<file path="src/rtl/vend_pkg.sv">
// Shared definitions for the vending credit/actuator controller.
package vend_pkg;

  typedef enum logic [2:0] {
    IDLE    = 3'd0,
    COLLECT = 3'd1,
    VEND    = 3'd2,
    CHANGE  = 3'd3,
    FAULT   = 3'd4
  } vend_state_t;

  localparam int COIN5_VAL  = 5;
  localparam int COIN10_VAL = 10;

endpackage

</file>
<file path="src/rtl/vend_ack_timer.sv">
// Watchdog for actuator handshakes: counts cycles while enabled and flags
// the cycle on which the next edge would reach ACK_TIMEOUT.
module vend_ack_timer #(
  parameter int ACK_TIMEOUT = 16
) (
  input  logic clk,
  input  logic rst,
  input  logic clear,
  input  logic enable,
  output logic expired
);

  localparam int TW = $clog2(ACK_TIMEOUT + 1);

  logic [TW-1:0] count_r;

  // Cycle counter, held at the threshold once expired.
  always_ff @(posedge clk) begin
    if (rst) begin
      count_r <= '0;
    end else if (clear) begin
      count_r <= '0;
    end else if (enable && !expired) begin
      count_r <= count_r + TW'(1);
    end else begin
      count_r <= count_r;
    end
  end

  assign expired = enable && (count_r == TW'(ACK_TIMEOUT - 1));

endmodule

</file>
<file path="src/rtl/vend_controller.sv">
// Coin credit accumulation and one-at-a-time sequencing of the dispense
// motor and change hopper, with cancel refund and sticky timeout fault.
module vend_controller
  import vend_pkg::*;
#(
  parameter int PRICE       = 15,
  parameter int CREDIT_W    = 6,
  parameter int ACK_TIMEOUT = 16
) (
  input  logic                clk,
  input  logic                rst,
  input  logic                coin_5,
  input  logic                coin_10,
  input  logic                cancel,
  input  logic                vend_ack,
  input  logic                eject_ack,
  output logic                vend_req,
  output logic                eject_req,
  output logic [CREDIT_W-1:0] credit,
  output logic                busy,
  output logic                coin_reject,
  output logic                fault
);

  localparam logic [CREDIT_W-1:0] PRICE_C = CREDIT_W'(PRICE);
  localparam logic [CREDIT_W-1:0] C5_C    = CREDIT_W'(COIN5_VAL);
  localparam logic [CREDIT_W-1:0] C10_C   = CREDIT_W'(COIN10_VAL);

  vend_state_t         state_r, state_nxt_s;
  logic [CREDIT_W-1:0] credit_r, credit_nxt_s;
  logic                reject_s, ack_s;
  logic                timer_clear_s, timer_en_s, timer_expired_s;
  logic                vend_req_r, eject_req_r, busy_r, coin_reject_r, fault_r;

  // Next state, credit arithmetic and coin rejection.
  always_comb begin
    state_nxt_s  = state_r;
    credit_nxt_s = credit_r;
    reject_s     = 1'b0;
    ack_s        = 1'b0;
    case (state_r)
      IDLE, COLLECT: begin
        if (cancel && (state_r == COLLECT)) begin
          state_nxt_s = CHANGE;
          reject_s    = coin_5 | coin_10;
        end else begin
          // coin_10 wins a simultaneous insert; the ₹5 coin goes back
          if (coin_10) begin
            credit_nxt_s = credit_r + C10_C;
            reject_s     = coin_5;
          end else if (coin_5) begin
            credit_nxt_s = credit_r + C5_C;
          end else begin
            credit_nxt_s = credit_r;
          end
          if (credit_nxt_s >= PRICE_C) begin
            state_nxt_s = VEND;
          end else if (credit_nxt_s != '0) begin
            state_nxt_s = COLLECT;
          end else begin
            state_nxt_s = IDLE;
          end
        end
      end
      VEND: begin
        reject_s = coin_5 | coin_10;
        if (vend_ack) begin
          ack_s        = 1'b1;
          credit_nxt_s = credit_r - PRICE_C;
          state_nxt_s  = (credit_nxt_s != '0) ? CHANGE : IDLE;
        end else if (timer_expired_s) begin
          state_nxt_s = FAULT;
        end else begin
          state_nxt_s = VEND;
        end
      end
      CHANGE: begin
        reject_s = coin_5 | coin_10;
        if (eject_ack) begin
          ack_s        = 1'b1;
          credit_nxt_s = credit_r - C5_C;
          state_nxt_s  = (credit_nxt_s != '0) ? CHANGE : IDLE;
        end else if (timer_expired_s) begin
          state_nxt_s = FAULT;
        end else begin
          state_nxt_s = CHANGE;
        end
      end
      FAULT: begin
        reject_s = coin_5 | coin_10;
      end
      default: begin
        state_nxt_s  = IDLE;
        credit_nxt_s = '0;
      end
    endcase
  end

  assign timer_en_s    = (state_r == VEND) || (state_r == CHANGE);
  assign timer_clear_s = ack_s || (state_nxt_s != state_r);

  vend_ack_timer #(
    .ACK_TIMEOUT(ACK_TIMEOUT)
  ) u_ack_timer (
    .clk     (clk),
    .rst     (rst),
    .clear   (timer_clear_s),
    .enable  (timer_en_s),
    .expired (timer_expired_s)
  );

  // State, credit and outputs; outputs are decoded from the next state so
  // requests and credit change on the same edge as the transition.
  always_ff @(posedge clk) begin
    if (rst) begin
      state_r       <= IDLE;
      credit_r      <= '0;
      vend_req_r    <= 1'b0;
      eject_req_r   <= 1'b0;
      busy_r        <= 1'b0;
      coin_reject_r <= 1'b0;
      fault_r       <= 1'b0;
    end else begin
      state_r       <= state_nxt_s;
      credit_r      <= credit_nxt_s;
      vend_req_r    <= (state_nxt_s == VEND);
      eject_req_r   <= (state_nxt_s == CHANGE);
      busy_r        <= (state_nxt_s == VEND) || (state_nxt_s == CHANGE) ||
                       (state_nxt_s == FAULT);
      coin_reject_r <= reject_s;
      fault_r       <= (state_nxt_s == FAULT);
    end
  end

  assign vend_req    = vend_req_r;
  assign eject_req   = eject_req_r;
  assign credit      = credit_r;
  assign busy        = busy_r;
  assign coin_reject = coin_reject_r;
  assign fault       = fault_r;

endmodule

</file>
<file path="config.mk">
export PLATFORM = sky130hd
export DESIGN_NAME = vend_controller
export DESIGN_NICKNAME = d
export VERILOG_FILES = /design/src/rtl/vend_pkg.sv /design/src/rtl/vend_ack_timer.sv /design/src/rtl/vend_controller.sv
export SDC_FILE = /design/constraint.sdc
export NUM_CORES = 1
export LEC_CHECK = 0
export ABC_AREA = 1
export CORE_MARGIN = 2
export CORE_UTILIZATION = 25
export CTS_CLUSTER_SIZE = 14
export DETAILED_ROUTE_END_ITERATION = 8
export PLACE_DENSITY = 0.53
export SLEW_MARGIN = 20
export SYNTH_ARGS = -nofsm -noshare
export SYNTH_HDL_FRONTEND = slang
export SYNTH_SLANG_ARGS = --single-unit
</file>
<file path="constraint.sdc">
create_clock -name clk -period 2.1 [get_ports clk]
set_input_delay 0.63 -clock clk [delete_from_list [all_inputs] [get_ports clk]]
set_output_delay 0.63 -clock clk [all_outputs]
set_load 0.005 [all_outputs]
</file>
# ---- Word-level counts from Yosys, hierarchy flattened
# Cells that the tools add are included.
dict set report totals {
  reg_bits 19
  latchBits 0
  ramBits 0
  romBits 0
  input_bits 7
  out_inout_bits 11
  wordCells 68
  memories 0
}
dict set report op_classes {
  addsub 5
  multipliers 0
  n_div 0
  n_lt_le_gt_ge 1
  n_eq_ne 12
  shift 0
  mux 24
  bitwise_logic 2
  n_reduce_logical 16
}
# op count
set op_table {}
lappend op_table {{6-bit 2-to-1 mux} 7}
lappend op_table {{6-bit case mux with 4 select lines} 1}
lappend op_table {{6-bit nonzero test} 3}
lappend op_table {{3-bit by 2-bit == test with 1-bit output (second input constant)} 4}
lappend op_table {{3-bit 2-to-1 mux} 4}
lappend op_table {{3-bit case mux with 4 select lines} 1}
lappend op_table {{2-bit 2-to-1 mux} 4}
lappend op_table {{6-bit by 3-bit adder with 6-bit output (second input constant)} 1}
lappend op_table {{6-bit by 4-bit adder with 6-bit output (second input constant)} 1}
lappend op_table {{3-bit == test (second input constant)} 2}
lappend op_table {{6-bit by 4-bit greater-or-equal comparator with 1-bit output (second input constant)} 1}
lappend op_table {{2-bit != test (second input constant)} 3}
lappend op_table {{6-bit by 3-bit subtractor with 6-bit output (second input constant)} 1}
lappend op_table {{6-bit by 4-bit subtractor with 6-bit output (second input constant)} 1}
lappend op_table {{5-bit by 1-bit adder with 5-bit output (second input constant)} 1}
lappend op_table {{5-bit by 4-bit == test with 1-bit output (second input constant)} 1}
lappend op_table {{1-bit 2-to-1 mux} 5}
lappend op_table {{1-bit logical OR} 4}
lappend op_table {{1-bit case mux with 2 select lines} 2}
lappend op_table {{4-bit AND reduction} 1}
lappend op_table {{2-bit OR reduction} 2}
lappend op_table {{3-bit by 1-bit == test with 1-bit output (second input constant)} 1}
lappend op_table {{1-bit logical AND} 3}
lappend op_table {{3-bit zero test} 1}
lappend op_table {{other kinds (5)} 5}

# ---- Depth between registers and ports, before layout
dict set report depth {
  word_depth 13
  ltp_mapped 16
  depth_no_buf 16
}

# ---- By module
# Synthesis repeated with hierarchy kept, for this count alone.
dict set report hier_totals {
  cells_unflattened 246
  area_unflattened_um2 1491.4
}
# mod instances cells_per_inst area_per_inst_um2 seq_area_each_um2
set by_module_without_submodules {}
lappend by_module_without_submodules {vend_controller 1 208 1207.4 280.3}
lappend by_module_without_submodules {vend_ack_timer 1 38 284.0 100.1}

# ---- Worst setup path before layout
# No wires, ideal clock.
dict set report synth_timing {
  kind {reg2reg}
  start {reg credit_r[0] (netlist: credit[0])}
  end {reg u_ack_timer.count_r[0]}
  setup_ps 74
  t_arrival_ps 1799
  required_ps 2026
  path_slack_ps 228
  stages_incl_launch_ff 16
  path_buffers 0
  period_less_slack_ps 1872
  cell_sequence {dfxtp_1 inv_1 ha_1 inv_1 nand2_1 nand2_1 nand2_1 nand2_1 nand3_1 o21bai_1 inv_2 nor2_8 nand2_4 nand2_4 nand2_4 nor3_2}
}
dict set report synth_between {
  elab_chain_len 13
  elab_cells_between_ends 23
  classes_between {add/sub: 4; order compare: 1; eq/ne: 1; mux: 12; reduce/logical: 5}
}
# item line
set synth_rtl {}
lappend synth_rtl {{from (decl)} vend_controller.sv:30} ;# logic [CREDIT_W-1:0] credit_r, credit_nxt_s;
lappend synth_rtl {{from (signal assigned)} vend_controller.sv:125} ;# credit_r <= credit_nxt_s;
lappend synth_rtl {{parallel branches: the longest is 9 deep, another holds 6-bit by 3-bit adder with 6-bit output} -}
lappend synth_rtl {{3-bit case mux with 4 select lines (*)} vend_controller.sv:41} ;# case (state_r)
lappend synth_rtl {{3-bit != test (*)} vend_controller.sv:100} ;# assign timer_clear_s = ack_s || (state_nxt_s != state_r);
lappend synth_rtl {{1-bit logical OR (*)} vend_controller.sv:100}
lappend synth_rtl {{2-bit OR reduction (no line) (*)} -}
lappend synth_rtl {{to (signal assigned)} vend_ack_timer.sv:24} ;# count_r <= count_r + TW'(1);
lappend synth_rtl {{to (signal assigned)} vend_ack_timer.sv:26} ;# count_r <= count_r;
lappend synth_rtl {{to (decl)} vend_ack_timer.sv:15} ;# logic [TW-1:0] count_r;
# Every way passes the cells marked *. The select of a mux whose other input is x is not followed.
# A chain may end at the register's enable or synchronous reset.

# ---- Final worst setup path
dict set report layout_timing {
  start {reg credit_r[0] (netlist: credit[0])}
  end {out credit[0]}
}
# item line
set layout_rtl {}
lappend layout_rtl {{to (decl)} vend_controller.sv:19} ;# output logic [CREDIT_W-1:0] credit,
# No word-level cell between the ends.

==> parameters.txt <==
Parameter                              Value

Min path
  Startpoint of the tightest hold check path ... credit[1]$_SDFFE_PP0P_
  Hold EP ... credit[1]$_SDFFE_PP0P_
  Worst hold path depth ... 2
  Classification of the worst-slack hold path ... register to register

Pwr
  Power share of the sequential group ... around 23%
  NetSw ... roughly 1.3 mW
  Highest ir drop seen on vdd ... about 440 uV
  Portion of total power attributed to the clock network ... a little over 10%
  Fraction of power spent switching nets ... between 40% and 50%
  Fraction of power consumed by combinational cells ... 67.2%
  Internal power ... 1.335 mW
  Power consumption ... roughly 2.6 mW
  Static Leak ... roughly 0.93 nW
  Power density over the cells ... 1341 nW/um^2

GRT
  Number of global-route vias before repair ... about 1400
  Tot GR Track Use ... approximately an eighth
  Overflow after GRT ... 0
  Antenna violations before repair ... 0
  Pin count of the biggest net entering global routing ... 12
  Wire length of the first global-routing pass ... 6.382 mm

Route
  Routed vias/inst ... 4.474
  Routed WL ... ~3.8 mm
  Final antenna-violating net count ... 0
  Starting DRC count in detailed routing ... ~160
  Number of iterations in the first detailed-routing pass ... 4
  Post-route DRC violation count ... 0
  Average routed wire per standard cell ... 11.24 um
  Routed vias ... approximately 1500

Logic synthesis
  Count of cell types in the netlist ... 37
  Cell type with the highest aggregate area in the netlist ... sky130_fd_sc_hd__dfxtp_1
  Post-synth design cell area ... approximately 1500 um^2
  Mapped Avg Cell Area ... 6.595 um^2
  Post-synthesis sequential area ratio ... between 20% and 30%
  Count of flip-flops with a built-in enable after synthesis ... 0
  Post-synth top area share ... about a quarter
  Dominant cells by area after synthesis ... sky130_fd_sc_hd__dfxtp_1 25%, sky130_fd_sc_hd__nand2_1 17%, sky130_fd_sc_hd__ha_1 6.6%
  Flip-flop and latch count after synthesis ... 19
  FFs w/ async S/R, synth ... 0%
  Cell count after synthesis ... between 200 and 250
  Post-Syn Nets ... about 240
  Main flop type after synthesis ... sky130_fd_sc_hd__dfxtp_1
  Number of synthesis warnings ... 0

Layout
  Number of nets in the final layout ... roughly 280
  Synth-to-Final Area Change ... 29.66%
  Commonest cells after routing, fill and taps aside ... 68 x sky130_fd_sc_hd__nand2_1, 25 x sky130_fd_sc_hd__inv_1, 22 x sky130_fd_sc_hd__nor2_1
  Share of the core filled with cells ... about a third
  Final cell area excluding filler cells ... 1958 um^2
  Antenna Diode Count ... 0
  Leading cell type in the layout, fill and taps excluded ... sky130_fd_sc_hd__nand2_1
  Filler-free cell count of the finished design ... 340
  Ratio of cells with drive above 1 in the final layout ... 20.75%

Placed design
  DP HPWL ... 3.109 mm
  Placed inst area ... roughly 1900 um^2
  GPL Wtd Cong ... 0.8812
  Buffers on Ports ... 17
  Cells after DPL ... 336

STA
  Max Freq ... around 510 MHz
  Slew Viols, Final ... 0
  Fraction of the cycle the final worst path needs ... roughly 93%
  Fin. Hold Viols ... 0
  Accumulated negative setup slack ... 0 ps
  Actual slew at the worst max-slew pin ... around 470 ps
  Setup Skew ... 6.116 ps
  Final setup viols ... 0
  Final critical-path required period ... approximately 2000 ps
  Worst rel slew slack ... roughly two thirds
  Unrepaired setup endpoints after global routing ... false

Critical path
  CP Capture Type ... output port
  Category of the most critical setup path ... register to output port
  Nature of the critical path startpoint ... register
  Maximum fanout count along the critical path ... 6
  Critical Path Slowest Stage Cell ... sky130_fd_sc_hd__clkdlybuf4s50_1
  Cell chain of the critical path ... buf_4, clkdlybuf4s50_1
  Number of cells on the worst reg-to-reg path ... 14
  Crit Reg-Reg Endpoint ... u_ack_timer.count_r[1]$_SDFFE_PP0P_
  Worst endpoint data arrival time ... between 1000 and 1500 ps
  Reg-to-reg setup timing slack ... around 190 ps
  Launch point of the worst reg-to-reg path ... credit[1]$_SDFFE_PP0P_
  Required @ worst endpoint ... about 1500 ps
  Delay of the slowest cell on the worst path ... roughly 500 ps
  Logic depth of the worst path, buffers included ... 2
  Kind of cell adding the most delay to the critical path ... buffers and inverters
  Buf+Inv Stages, Crit Path ... 2

Clock tree
  Number of sinks driven by the clock tree ... 19
  CTS buffer count ... 3
  Number of resized instances in the post-cts repair step ... 2
  Clock Root Buffer ... sky130_fd_sc_hd__clkbuf_8
  Source-to-sink clock delay at the later pin of the worst-skew pair ... approximately 260 ps
  Clock-pin slew reported for the worst setup and hold paths after clock tree synthesis ... about 80 ps
  Number of levels the H-tree was split into ... 1
  Longest Clk Path Bufs ... 2
  Post-cts hold buffer count ... 0
  Setup fix buffers added after clock tree synthesis ... 0
  TritonCTS clock tree ... built

Job
  Reported max-cap violation count ... 0

Die
  Effective utilization at floorplan ... between 20% and 30%
  Overall die area ... around 6700 um^2
  Total I/O pin count ... 18
  Std cell rows ... 28
  Die width ... roughly 82 um
  Height of the die ... about 80 um
  Core outline area ... between 5000 and 6000 um^2

Outcome
  Run status ... finished, final reports clean
[sequential cells by signal (all words and copies together) (netlist names)]
register	flops
state_r	3
fault	1
credit	6
coin_reject	1
u_ack_timer.count_r	5
busy	1
eject_req	1
vend_req	1
[kinds of logic after synthesis]
group / synth area share [%]
and+or+nand+nor: 43.25
muxes: 0.6628
DFF: 25.19
xor gates and xnor gates: 4.557
adders and majority gates: 6.628
AOI/OAI and AO/OA: 10.77
buffers and inverters: 8.948
[worst reg2reg max path, stage by stage, from the launching register on]
cell,delay [ps]
sky130_fd_sc_hd__dfxtp_4,370
sky130_fd_sc_hd__inv_1,90
sky130_fd_sc_hd__ha_1,300
sky130_fd_sc_hd__nand2_1,60
sky130_fd_sc_hd__a21boi_1,170
sky130_fd_sc_hd__nand2_1,100
sky130_fd_sc_hd__nor2_1,120
sky130_fd_sc_hd__nand2_1,90
sky130_fd_sc_hd__inv_2,60
sky130_fd_sc_hd__nor2_2,40
sky130_fd_sc_hd__nand2_2,100
sky130_fd_sc_hd__nand2_4,70
sky130_fd_sc_hd__nand2_4,60
sky130_fd_sc_hd__nand2_4,70
sky130_fd_sc_hd__nor3_2,140
[worst max path at each step]
stage,slack [ps],end,startpoint
6_report,150,credit[0],credit[0]$_SDFFE_PP0P_
5_1_grt,9,u_ack_timer.count_r[2]$_SDFFE_PP0P_,credit[1]$_SDFFE_PP0P_
4_1_cts,5,u_ack_timer.count_r[1]$_SDFFE_PP0P_,credit[1]$_SDFFE_PP0P_
3_3_place_gp,-370,u_ack_timer.count_r[3]$_SDFFE_PP0P_,coin_5
3_5_place_dp,-370,u_ack_timer.count_r[4]$_SDFFE_PP0P_,coin_10
2_1_floorplan,230,u_ack_timer.count_r[0]$_SDFFE_PP0P_,credit[0]$_SDFFE_PP0P_
[cells in the mapped netlist, types with 2 or more instances]
master                      n
sky130_fd_sc_hd__nand4_1    2
sky130_fd_sc_hd__inv_1     25
sky130_fd_sc_hd__inv_2      8
sky130_fd_sc_hd__nand2_4    4
sky130_fd_sc_hd__nor2_2     3
sky130_fd_sc_hd__nand3_1   17
sky130_fd_sc_hd__nor2_4     2
sky130_fd_sc_hd__ha_1       8
sky130_fd_sc_hd__nand3_2    2
sky130_fd_sc_hd__o21ai_0    2
sky130_fd_sc_hd__o21ai_1    3
sky130_fd_sc_hd__nor3_2     5
sky130_fd_sc_hd__nand2_2    3
sky130_fd_sc_hd__o221ai_1   2
sky130_fd_sc_hd__nor2_1    23
sky130_fd_sc_hd__dfxtp_1   19
sky130_fd_sc_hd__nand2_1   68
sky130_fd_sc_hd__xnor2_1    2
sky130_fd_sc_hd__a21oi_1   10
sky130_fd_sc_hd__xor2_1     4
[metal layers]
metal	vias to the layer above	share of wire [%]	GRT usage [%]
met5	-	0	0
met4	0	1.2	3.000
met3	7	3.4	1.319
met2	34	47	20.41
met1	676	49	16.67
li1	804	-	-
[stage by stage]
stage | setup slack (ps) | hold slack (ps)
after floorplan | 227.7 | 500.1
after global placement | -365.1 | 515.9
after detailed placement | -370.3 | 520.0
after CTS | 4.505 | 532.3
after global routing | 8.863 | 551.5
final | 148.0 | 514.5
[power groups by stage]
stage / Combinational (mW) / Sequential, mW / Clock, mW
floorplan: 1.15 / 0.579 / 0
global placement: 1.73 / 0.595 / 0
detailed placement: 1.73 / 0.597 / 0
CTS: 1.73 / 0.589 / 0.273
global route: 1.97 / 0.614 / 0.296
finish: 1.76 / 0.595 / 0.267
[area by class of cell]
cell class	count	area, um^2
Clock buffer	3	41.29
Clock inverter	1	5.005
Fill cell	657	3928
Inverter	33	123.9
Multi-Input combinational cell	175	1013
Sequential cell	19	385.4
Tap cell	75	93.84
Timing Repair Buffer	34	295.3
(Power assumes the default switching activity.)
